`src/rtl/uart_receiver_if.sv`:
```
// Receive-side handshake between the UART receiver and the CPU memory-stage read mux.
// The receiver drives the data/status side (master); the consumer drives the pop (slave).
interface uart_receiver_if;
  logic [7:0] DataOut;
  logic       DataOutValid;
  logic       DataOutReady;
  logic       Overrun;
  logic       FrameErr;

  modport master (
    output DataOut,
    output DataOutValid,
    input  DataOutReady,
    output Overrun,
    output FrameErr
  );

  modport slave (
    input  DataOut,
    input  DataOutValid,
    output DataOutReady,
    input  Overrun,
    input  FrameErr
  );
endinterface

```
`src/rtl/uart_receiver.sv`:
```
// 8N1 UART receive stage: synchronizes SIn, recovers frames by mid-bit sampling and holds
// one byte for the CPU, flagging overrun (sticky) and framing errors (one-cycle pulse).
module uart_receiver #(
  parameter int ClockFreq = 50_000_000,
  parameter int BaudRate  = 115_200
) (
  input  logic            Clock,
  input  logic            Reset,
  input  logic            SIn,
  uart_receiver_if.master rxIf
);

  localparam int CyclesPerBit = ClockFreq / BaudRate;
  localparam int HalfBit      = CyclesPerBit / 2;
  localparam int CntW         = $clog2(CyclesPerBit) + 1;

  localparam logic [CntW-1:0] CntZero  = CntW'(0);
  localparam logic [CntW-1:0] CntOne   = CntW'(1);
  localparam logic [CntW-1:0] HalfLast = CntW'(HalfBit - 1);
  localparam logic [CntW-1:0] BitLast  = CntW'(CyclesPerBit - 1);

  typedef enum logic [1:0] {
    Idle  = 2'd0,
    Start = 2'd1,
    Data  = 2'd2,
    Stop  = 2'd3
  } state_e;

  logic            sinMeta_r;
  logic            sinSync_r;
  state_e          state_r;
  logic [CntW-1:0] cycleCnt_r;
  logic [2:0]      bitIdx_r;
  logic [7:0]      shiftReg_r;
  logic [7:0]      dataOut_r;
  logic            dataOutValid_r;
  logic            overrun_r;
  logic            frameErr_r;

  logic            pop_s;
  logic            halfDone_s;
  logic            bitDone_s;

  assign pop_s      = dataOutValid_r & rxIf.DataOutReady;
  assign halfDone_s = (cycleCnt_r == HalfLast);
  assign bitDone_s  = (cycleCnt_r == BitLast);

  assign rxIf.DataOut      = dataOut_r;
  assign rxIf.DataOutValid = dataOutValid_r;
  assign rxIf.Overrun      = overrun_r;
  assign rxIf.FrameErr     = frameErr_r;

  // Two-flop synchronizer for the asynchronous serial line; both stages idle high.
  always_ff @(posedge Clock) begin
    if (Reset) begin
      sinMeta_r <= 1'b1;
      sinSync_r <= 1'b1;
    end else begin
      sinMeta_r <= SIn;
      sinSync_r <= sinMeta_r;
    end
  end

  // Frame recovery FSM together with the holding register and status outputs.
  always_ff @(posedge Clock) begin
    if (Reset) begin
      state_r        <= Idle;
      cycleCnt_r     <= CntZero;
      bitIdx_r       <= 3'd0;
      shiftReg_r     <= 8'h00;
      dataOut_r      <= 8'h00;
      dataOutValid_r <= 1'b0;
      overrun_r      <= 1'b0;
      frameErr_r     <= 1'b0;
    end else begin
      frameErr_r <= 1'b0;

      // A pop empties the holder; a good stop bit below may refill it on the same edge.
      if (pop_s) begin
        dataOutValid_r <= 1'b0;
        overrun_r      <= 1'b0;
      end else begin
        dataOutValid_r <= dataOutValid_r;
        overrun_r      <= overrun_r;
      end

      case (state_r)
        Idle: begin
          cycleCnt_r <= CntZero;
          bitIdx_r   <= 3'd0;
          if (!sinSync_r) begin
            state_r <= Start;
          end else begin
            state_r <= Idle;
          end
        end

        Start: begin
          if (halfDone_s) begin
            cycleCnt_r <= CntZero;
            bitIdx_r   <= 3'd0;
            if (!sinSync_r) begin
              state_r <= Data;
            end else begin
              state_r <= Idle;
            end
          end else begin
            cycleCnt_r <= cycleCnt_r + CntOne;
          end
        end

        Data: begin
          if (bitDone_s) begin
            cycleCnt_r <= CntZero;
            shiftReg_r <= {sinSync_r, shiftReg_r[7:1]};
            if (bitIdx_r == 3'd7) begin
              state_r <= Stop;
            end else begin
              bitIdx_r <= bitIdx_r + 3'd1;
            end
          end else begin
            cycleCnt_r <= cycleCnt_r + CntOne;
          end
        end

        Stop: begin
          // Leave at mid-stop so a back-to-back start bit is never missed.
          if (bitDone_s) begin
            cycleCnt_r <= CntZero;
            state_r    <= Idle;
            if (sinSync_r) begin
              if (!dataOutValid_r || pop_s) begin
                dataOut_r      <= shiftReg_r;
                dataOutValid_r <= 1'b1;
              end else begin
                overrun_r <= 1'b1;
              end
            end else begin
              frameErr_r <= 1'b1;
            end
          end else begin
            cycleCnt_r <= cycleCnt_r + CntOne;
          end
        end

        default: begin
          state_r    <= Idle;
          cycleCnt_r <= CntZero;
          bitIdx_r   <= 3'd0;
        end
      endcase
    end
  end

endmodule

```
`src/flat_wrapper.sv`:
```
// flat-port wrapper written by rule: the top's interface ports become plain ports
module uart_receiver_flat 
#(
  parameter int ClockFreq = 50_000_000,
  parameter int BaudRate  = 115_200
)
  (Clock, Reset, SIn, rxIf_DataOut, rxIf_DataOutValid, rxIf_DataOutReady, rxIf_Overrun, rxIf_FrameErr);
  uart_receiver_if rxIf_i ();
  input  logic Clock;
  input  logic Reset;
  input  logic SIn;
  output wire logic [$bits(rxIf_i.DataOut)-1:0] rxIf_DataOut;
  output wire logic [$bits(rxIf_i.DataOutValid)-1:0] rxIf_DataOutValid;
  input wire logic [$bits(rxIf_i.DataOutReady)-1:0] rxIf_DataOutReady;
  output wire logic [$bits(rxIf_i.Overrun)-1:0] rxIf_Overrun;
  output wire logic [$bits(rxIf_i.FrameErr)-1:0] rxIf_FrameErr;
  assign rxIf_DataOut = rxIf_i.DataOut;
  assign rxIf_DataOutValid = rxIf_i.DataOutValid;
  assign rxIf_i.DataOutReady = rxIf_DataOutReady;
  assign rxIf_Overrun = rxIf_i.Overrun;
  assign rxIf_FrameErr = rxIf_i.FrameErr;
  uart_receiver #(.ClockFreq(ClockFreq), .BaudRate(BaudRate)) u_core (.Clock(Clock), .Reset(Reset), .SIn(SIn), .rxIf(rxIf_i));
endmodule
```
`config.mk`:
```
export PLATFORM = sky130hd
export DESIGN_NAME = uart_receiver_flat
export DESIGN_NICKNAME = d
export VERILOG_FILES = /design/src/rtl/uart_receiver_if.sv /design/src/rtl/uart_receiver.sv /design/src/flat_wrapper.sv
export SDC_FILE = /design/constraint.sdc
export NUM_CORES = 1
export LEC_CHECK = 0
export BUFFER_PORTS_ARGS = -buffer_cell sky130_fd_sc_hd__buf_2
export CAP_MARGIN = 20
export CORE_MARGIN = 1
export CORE_UTILIZATION = 55
export DETAILED_ROUTE_END_ITERATION = 10
export PLACE_DENSITY = 0.82
export SLEW_MARGIN = 25
export SYNTH_ARGS = -nofsm -noshare
export SYNTH_HDL_FRONTEND = slang
export SYNTH_SLANG_ARGS = --single-unit
```
`constraint.sdc`:
```
create_clock -name Clock -period 1.73 [get_ports Clock]
set_input_delay 0.173 -clock Clock [delete_from_list [all_inputs] [get_ports Clock]]
set_output_delay 0.173 -clock Clock [all_outputs]
set_load 0.01 [all_outputs]
```
Word level (Yosys, flattened, before mapping)
Cells that the tools add are included.
{"block": "totals", "n_memories": 0, "mem_bits_ro": 0, "register_bits": 36, "latchBits": 0, "elab_cells": 61, "mem_bits_rw": 0}
{"block": "op_classes", "order_cmp": 0, "n_reduce_logical": 10, "shift": 0, "addsub": 2, "n_mux": 25, "bitwise": 3, "n_eq_ne": 11, "multipliers": 0, "div": 0}
{"operator": "10-bit one-hot mux with 3 select lines", "count": 1}
{"operator": "10-bit 2-to-1 mux", "count": 2}
{"operator": "1-bit 2-to-1 mux", "count": 12}
{"operator": "4-bit AND reduction", "count": 3}
{"operator": "10-bit by 1-bit adder with 10-bit output, second input constant", "count": 1}
{"operator": "10-bit by 8-bit equality test with 1-bit output, second input constant", "count": 1}
{"operator": "10-bit by 9-bit equality test with 1-bit output, second input constant", "count": 1}
{"operator": "2-bit 2-to-1 mux", "count": 5}
{"operator": "3-bit 2-to-1 mux", "count": 3}
{"operator": "3-bit one-hot mux with 3 select lines", "count": 1}
{"operator": "2-bit by 1-bit inequality test with 1-bit output, second input constant", "count": 4}
{"operator": "2-bit one-hot mux with 4 select lines", "count": 1}
{"operator": "2-bit equality test, second input constant", "count": 2}
{"operator": "3-bit by 1-bit adder with 3-bit output, second input constant", "count": 1}
{"operator": "3-bit equality test, second input constant", "count": 1}
{"operator": "3-bit nonzero test", "count": 1}
{"operator": "3-bit OR reduction", "count": 1}
{"operator": "2-bit by 1-bit equality test with 1-bit output, second input constant", "count": 1}
{"operator": "2-bit logical NOT", "count": 1}
{"operator": "2-bit inequality test, second input constant", "count": 1}
{"operator": "1-bit NOT", "count": 2}
{"operator": "2-bit AND reduction", "count": 1}
{"operator": "2-bit OR reduction", "count": 1}
{"operator": "1-bit bitwise AND", "count": 1}
{"operator": "2 further kinds", "count": 2}

Logic depth before layout (Yosys ltp)
Gate-level depths: netlist of the first run.
{"block": "logic_depth", "word_depth": 6, "depth_mapped": 7, "ltp_nobuf": 6}

Worst setup path before layout of the first run
No wires, ideal clock.
{"block": "synth_path", "kind": "reg-to-reg", "start": "register u_core.cycleCnt_r[2]", "end": "register u_core.bitIdx_r[0]", "synth_period_minus_slack_ps": 1540, "arrival_ps": 1419, "path_stages_with_launch": 5, "path_slack_ps": 190, "path_buffers": 0, "setup_time_ps": 121, "cell_sequence": "dfxtp_1 or3b_4 nor4_2 o32ai_1 mux2_4"}
{"block": "synth_between", "elab_chain_cells": 3, "elab_cells_between_ends": 5, "cone_classes": "eq/ne: 4; reduce/logical: 1"}
{"item": "from (decl)", "line_no": "uart_receiver.sv:32", "text": "logic [CntW-1:0] cycleCnt_r;"}
{"item": "from (signal assigned)", "line_no": "uart_receiver.sv:68", "text": "cycleCnt_r <= CntZero;"}
{"item": "from (signal assigned)", "line_no": "uart_receiver.sv:89", "text": "cycleCnt_r <= CntZero;"}
{"item": "from (signal assigned)", "line_no": "uart_receiver.sv:100", "text": "cycleCnt_r <= CntZero;"}
{"item": "10-bit by 9-bit equality test with 1-bit output or 10-bit by 8-bit equality test with 1-bit output (tied branches)", "line_no": "uart_receiver.sv:46, uart_receiver.sv:45"}
{"item": "2-bit by 1-bit inequality test with 1-bit output (no line)"}
{"item": "4-bit AND reduction (no line) (*)"}
{"item": "to (signal assigned)", "line_no": "uart_receiver.sv:119", "text": "bitIdx_r <= bitIdx_r + 3'd1;"}
{"item": "to (decl)", "line_no": "uart_receiver.sv:33", "text": "logic [2:0] bitIdx_r;"}
Mark *: on every way between the ends. The rest lies on a longest branch, timed or not.
A chain may end at the register's enable or synchronous reset.

Final worst setup path of the first run
Ends and elaborated chain as after synthesis.

==> results of run 1 <==
-- cell type report --
| class | instances | share of cell area |
|---|---|---|
| Tap cell | 31 | 0.02197 |
| Multi-Input combinational cell | 122 | 0.4401 |
| Inverter | 6 | 0.01276 |
| Clock inverter | 3 | 0.02410 |
| Sequential cell | 36 | 0.4089 |
| Clock buffer | 5 | 0.02126 |
| Timing Repair Buffer | 21 | 0.07087 |
-- registers in the layout, indices dropped and copies added (netlist names), named ones only --
name	cells
u_core.shiftReg_r	8
u_core.sinSync_r	1
u_core.cycleCnt_r	10
u_core.rxIf.DataOut	8
u_core.state_r	1
u_core.sinMeta_r	1
u_core.rxIf.FrameErr	1
u_core.rxIf.Overrun	1
u_core.bitIdx_r	3
u_core.rxIf.DataOutValid	1
-- power by group through the flow --
stage	clock network, mW	logic, mW	registers, mW
after floorplan	0	0.0234	0.854
after global placement	0	0.0256	0.856
after detailed placement	0	0.0269	0.857
after CTS	0.590	0.0272	0.838
after global routing	0.624	0.0325	0.839
final	0.579	0.0292	0.838
-- kinds of logic after synthesis --
family,count (synthesis),share of synthesized area
adders and majority gates,5,0.03987
xor gates and xnor gates,8,0.04466
DFF,36,0.4593
buffers and inverters,16,0.04705
AOI/OAI and AO/OA,35,0.1332
muxes,1,0.009567
and+or+nand+nor,73,0.2664
-- synth_stat cells (all sizes together) --
master and count:
dfxtp 36, nand3 20, a21oi 18, nor2 14
nand2 11, o21ai 8, clkbuf 6, inv 6
ha 5, xnor2 5, buf 4, nor3 4
and3 3, nand2b 3, nand4 3, xor2 3
a22o 2, nand4bb 2, nor2b 2, nor4 2
or2 2, a2111o 1, a211oi 1, a311oi 1
a31oi 1, and2 1, and4 1, and4bb 1
mux2 1, nand4b 1, nor3b 1, nor4b 1
o311ai 1, o32a 1, o32ai 1, or3b 1
-- worst min-delay path by stage --
stage,from,end,slack [ns],cells past startpoint
after CTS,SIn,u_core.sinMeta_r$_SDFF_PP1_,0.008,2
final,rxIf_DataOutReady,u_core.rxIf.Overrun$_SDFF_PP0_,0.04,2
after floorplan,rxIf_DataOutReady,u_core.rxIf.Overrun$_SDFF_PP0_,0.27,1
after detailed placement,SIn,u_core.sinMeta_r$_SDFF_PP1_,0.36,2
after global routing,rxIf_DataOutReady,u_core.rxIf.Overrun$_SDFF_PP0_,0.04,2
after global placement,SIn,u_core.sinMeta_r$_SDFF_PP1_,0.35,2
-- worst max-delay path, cell delays in order, from the launching register on --
cell     delay [ns]
dfxtp_1        0.34
or3b_4         0.44
nor3_4         0.21
buf_4          0.21
and3_1         0.22
mux2_4         0.16
-- timing repair --
action,CTS,global route
gates resized for setup,0,3
endpoints found under the setup margin,0,22
setup buffers,0,1
hold buffers,0,1
hold endpoints to repair,0,1
-- layer usage --
metal | global-route usage | vias up | routed length (um) | part of all wire
met4 | 0.1179 | 0 | 57 | 0.019
met1 | 0.2365 | 581 | 1298 | 0.44
met5 | 0 | - | 0 | 0
met2 | 0.3528 | 24 | 1515 | 0.51
li1 | - | 653 | - | -
met3 | 0.04684 | 7 | 84 | 0.028
==> results.toml, run 1 <==
[sta]
finClkSkew_ns = 0.01154
fmax_ghz = 0.6154
rsz0062_at_grt = "no"
drv_slew = 0
hold_viol = 0
tightest_slew_ns = 0.4698
setup_slack_ns = 0.1050
setup_violations = 0
setup_tns_ns = 0
maxSlewHeadroom = 0.6868
period_minus_slack_ns = 1.625
hold_ws_ns = 0.03930
fin_crit_sh = 0.9393

[cells_and_area]
layout.cells.most_common = "dfxtp_1"
regArea_um2 = 721.9
final_core_util = 0.6458
nNetsFinal = 201
post-route-cell-area_mm2 = 0.001765
antennaDiodeCount = 0
area_growth_syn_to_layout_pct = 12.52
final_cells = 224
fill_cells = 226
drive_gt1_frac = 0.2073
final_cell_mix = "dfxtp_1, nand3_1, a21oi_1, nor2_1, buf_2"
multi_input_area_um2 = 777.0

[clocking]
clk_transition_reported_paths_ns = 0.11
cts_num_sinks = 36
clk_latency_ns = 0.34
cts_buffer_depth = 2
clockRootBuffer = "clkbuf_4"
h-tree-depth = 2
cts_buffers = 5
cts_tree = "done"

[worst_setup_path]
end_kind = "flop"
start_kind = "flop"
arrival_ns = 1.90
cp_data_required_time_ns = 2.01
crit_path_start = "u_core.cycleCnt_r[2]$_SDFF_PP0_"
path_class = "reg2reg"
reg2reg_depth = 5
critPathMaxFanout = 13
r2r_slack_ns = 0.10
endpoint = "u_core.bitIdx_r[0]$_SDFFE_PP0P_"
r2r-start = "u_core.cycleCnt_r[2]$_SDFF_PP0_"
r2r_end = "u_core.bitIdx_r[0]$_SDFFE_PP0P_"

[synthesis]
synth_area_leaders = "dfxtp_1, nand3_1, a21oi_1"
synth_top_area_share = 0.4593
avgSynthCellArea_um2 = 9.017
syn_nets = 183
yosysTopAreaCell = "dfxtp_1"
ys_seq_elements = 36
synth_cell_types = 42
ys_warn_count = 0
syn_area_mm2 = 0.001569
synth.yosys.seq_area_share = 0.4593
syn_inst = 174

[placement]
place_hpwl_um = 2160
dp.cells = 214
place_congestion = 0.8174
place_area_mm2 = 0.001664
preCtsSetupSlack_ns = 0.05239
numPortBuffers = 14

[pwr]
power_density_mw_per_mm2 = 819.0
irDropWorstVdd_uv = 877.3
seqPwrFrac = 0.580
swShare = 0.2077
p_int_mw = 1.146
power.total_mw = 1.446
p_sw_mw = 0.3002
leakage_nw = 0.6467
pwr-share-clk = 0.400
p_comb_frac = 0.020

[flow_run]
drv_cap = 0

[global_routing]
antenna_found_initial = 0
track_usage = 0.2068
grt_start_max_net_pins = 30
grt_overflow = 0
grt_pass1_vias = 1181
grt_pass1_wl_um = 4988

[detailed_routing]
postRouteAntennaNets = 0
wl_um = 2957
vias = 1265
drt_iter0_drc = 42
avgViaCountPerCell = 5.647
wl_per_cell_um = 13.20
drcViolationCount = 0
drtPass1Iterations = 4

[floorplanning]
start_util = 0.5739
rows = 19
fp.dieW_um = 55.41
core_area_mm2 = 0.002734
die_area_mm2 = 0.003070
die_y_um = 55.41
io_pins = 15

[min_path]
hp-class = "in2reg"

[outcome]
status = "completed"
Note: power is estimated with default switching activity, not from simulation.
==> run 2: changes to the inputs <==
--- a/config.mk
+++ b/config.mk
@@ -10,6 +10,7 @@
 export CORE_MARGIN = 1
 export CORE_UTILIZATION = 55
 export DETAILED_ROUTE_END_ITERATION = 10
+export HOLD_SLACK_MARGIN = 0.06
 export PLACE_DENSITY = 0.82
 export SLEW_MARGIN = 25
 export SYNTH_ARGS = -nofsm -noshare
==> results.toml, run 2 (synthesis results as in run 1) <==
[placement]
numPortBuffers = 14
place_congestion = 0.8174
place_hpwl_um = 2160

[worst_setup_path]
critPathMaxFanout = 13
start_kind = "flop"
arrival_ns = 1.90
end_kind = "flop"
r2r-start = "u_core.cycleCnt_r[2]$_SDFF_PP0_"
cp_data_required_time_ns = 2.01
crit_path_start = "u_core.cycleCnt_r[2]$_SDFF_PP0_"
path_class = "reg2reg"
r2r_slack_ns = 0.11

[sta]
drv_slew = 0
fin_crit_sh = 0.9370
setup_tns_ns = 0
hold_viol = 0
maxSlewHeadroom = 0.6857
finClkSkew_ns = 0.01127
rsz0062_at_grt = "no"
tightest_slew_ns = 0.4714
period_minus_slack_ns = 1.621
fmax_ghz = 0.6169
setup_violations = 0
hold_ws_ns = 0.2828

[clocking]
cts_tree = "done"
clockRootBuffer = "clkbuf_4"
cts_buffers = 5
cts_buffer_depth = 2
clk_latency_ns = 0.34
cts_num_sinks = 36
clk_transition_reported_paths_ns = 0.12
h-tree-depth = 2

[floorplanning]
die_area_mm2 = 0.003070
die_y_um = 55.41
io_pins = 15
fp.dieW_um = 55.41
rows = 19
start_util = 0.5739
core_area_mm2 = 0.002734

[cells_and_area]
layout.cells.most_common = "dfxtp_1"
nNetsFinal = 202
final_cell_mix = "dfxtp_1, nand3_1, a21oi_1, nor2_1, buf_2"
drive_gt1_frac = 0.2062
largest-register = "u_core.cycleCnt_r"
antennaDiodeCount = 0
final_core_util = 0.6494
area_growth_syn_to_layout_pct = 13.16
largest_register_ffs = 10

[global_routing]
antenna_found_initial = 0
grt_start_max_net_pins = 30
grt_overflow = 0
grt_pass1_wl_um = 5002
track_usage = 0.2073
grt_pass1_vias = 1184

[outcome]
status = "completed"

[pwr]
power_density_mw_per_mm2 = 815.6
swShare = 0.2079
p_comb_frac = 0.021
leakage_nw = 0.6509
p_int_mw = 1.147
pwr-share-clk = 0.400
p_sw_mw = 0.3011
seqPwrFrac = 0.579
irDropWorstVdd_uv = 878.4

[detailed_routing]
drcViolationCount = 0
avgViaCountPerCell = 5.627
wl_per_cell_um = 13.07
drtPass1Iterations = 4
postRouteAntennaNets = 0
vias = 1266
wl_um = 2941
drt_iter0_drc = 54

[min_path]
hp-start = "Reset"
hp-class = "in2reg"

[flow_run]
drv_cap = 0
==> run 2: stage by stage <==
stage	instance area (um2)	setup WS (ns)	std cells	total power [mW]
detailed placement	1664	0.05239	214	0.8836
global placement	1664	0.1374	214	0.8819
global route	1775	0.01128	225	1.497
floorplan	1569	0.1899	174	0.8772
finish	1775	0.1089	225	1.448
CTS	1764	0.03207	224	1.459
==> run 2: area by class of cell <==
cell class,instances,area [um2]
inverter,6,22.52
multi-input combinational,122,777.0
fill,225,958.4
tap,31,38.79
clock inverter,3,42.54
timing repair buffer,22,135.1
clock buffer,5,37.54
sequential,36,721.9
==> run 2: final timing paths <==
path / end / cells past startpoint
setup / recovery: u_core.bitIdx_r[0]$_SDFFE_PP0P_ / 5
hold / removal: u_core.shiftReg_r[1]$_SDFFE_PP0P_ / 2
setup reg to reg: u_core.bitIdx_r[0]$_SDFFE_PP0P_ / 5
hold reg to reg: u_core.sinSync_r$_SDFF_PP1_ / 1
==> run 2: power groups by stage <==
stage,Combinational (mW),Sequential [mW],Clock [mW]
finish,0.0309,0.838,0.579
global route,0.0342,0.839,0.624
CTS,0.0306,0.838,0.590
detailed placement,0.0269,0.857,0
global placement,0.0256,0.856,0
floorplan,0.0234,0.854,0
==> run 2: timing repair <==
action	CTS	global route
hold endpoints to repair	2	0
resized for setup	0	3
hold buffers	2	0
endpoints found under the setup margin	0	22
setup buffers	0	1
==> run 2: metal layers <==
metal,global-route usage,share of wire
met4,0.1179,0.019
met5,0,0
met1,0.2380,0.44
met3,0.04684,0.027
met2,0.3528,0.52
==> run 2: critical path, cell delays in order (launching register included) <==
cell	delay (ns)
dfxtp_1	0.34
or3b_4	0.44
nor3_4	0.21
buf_4	0.20
and3_1	0.22
mux2_4	0.16
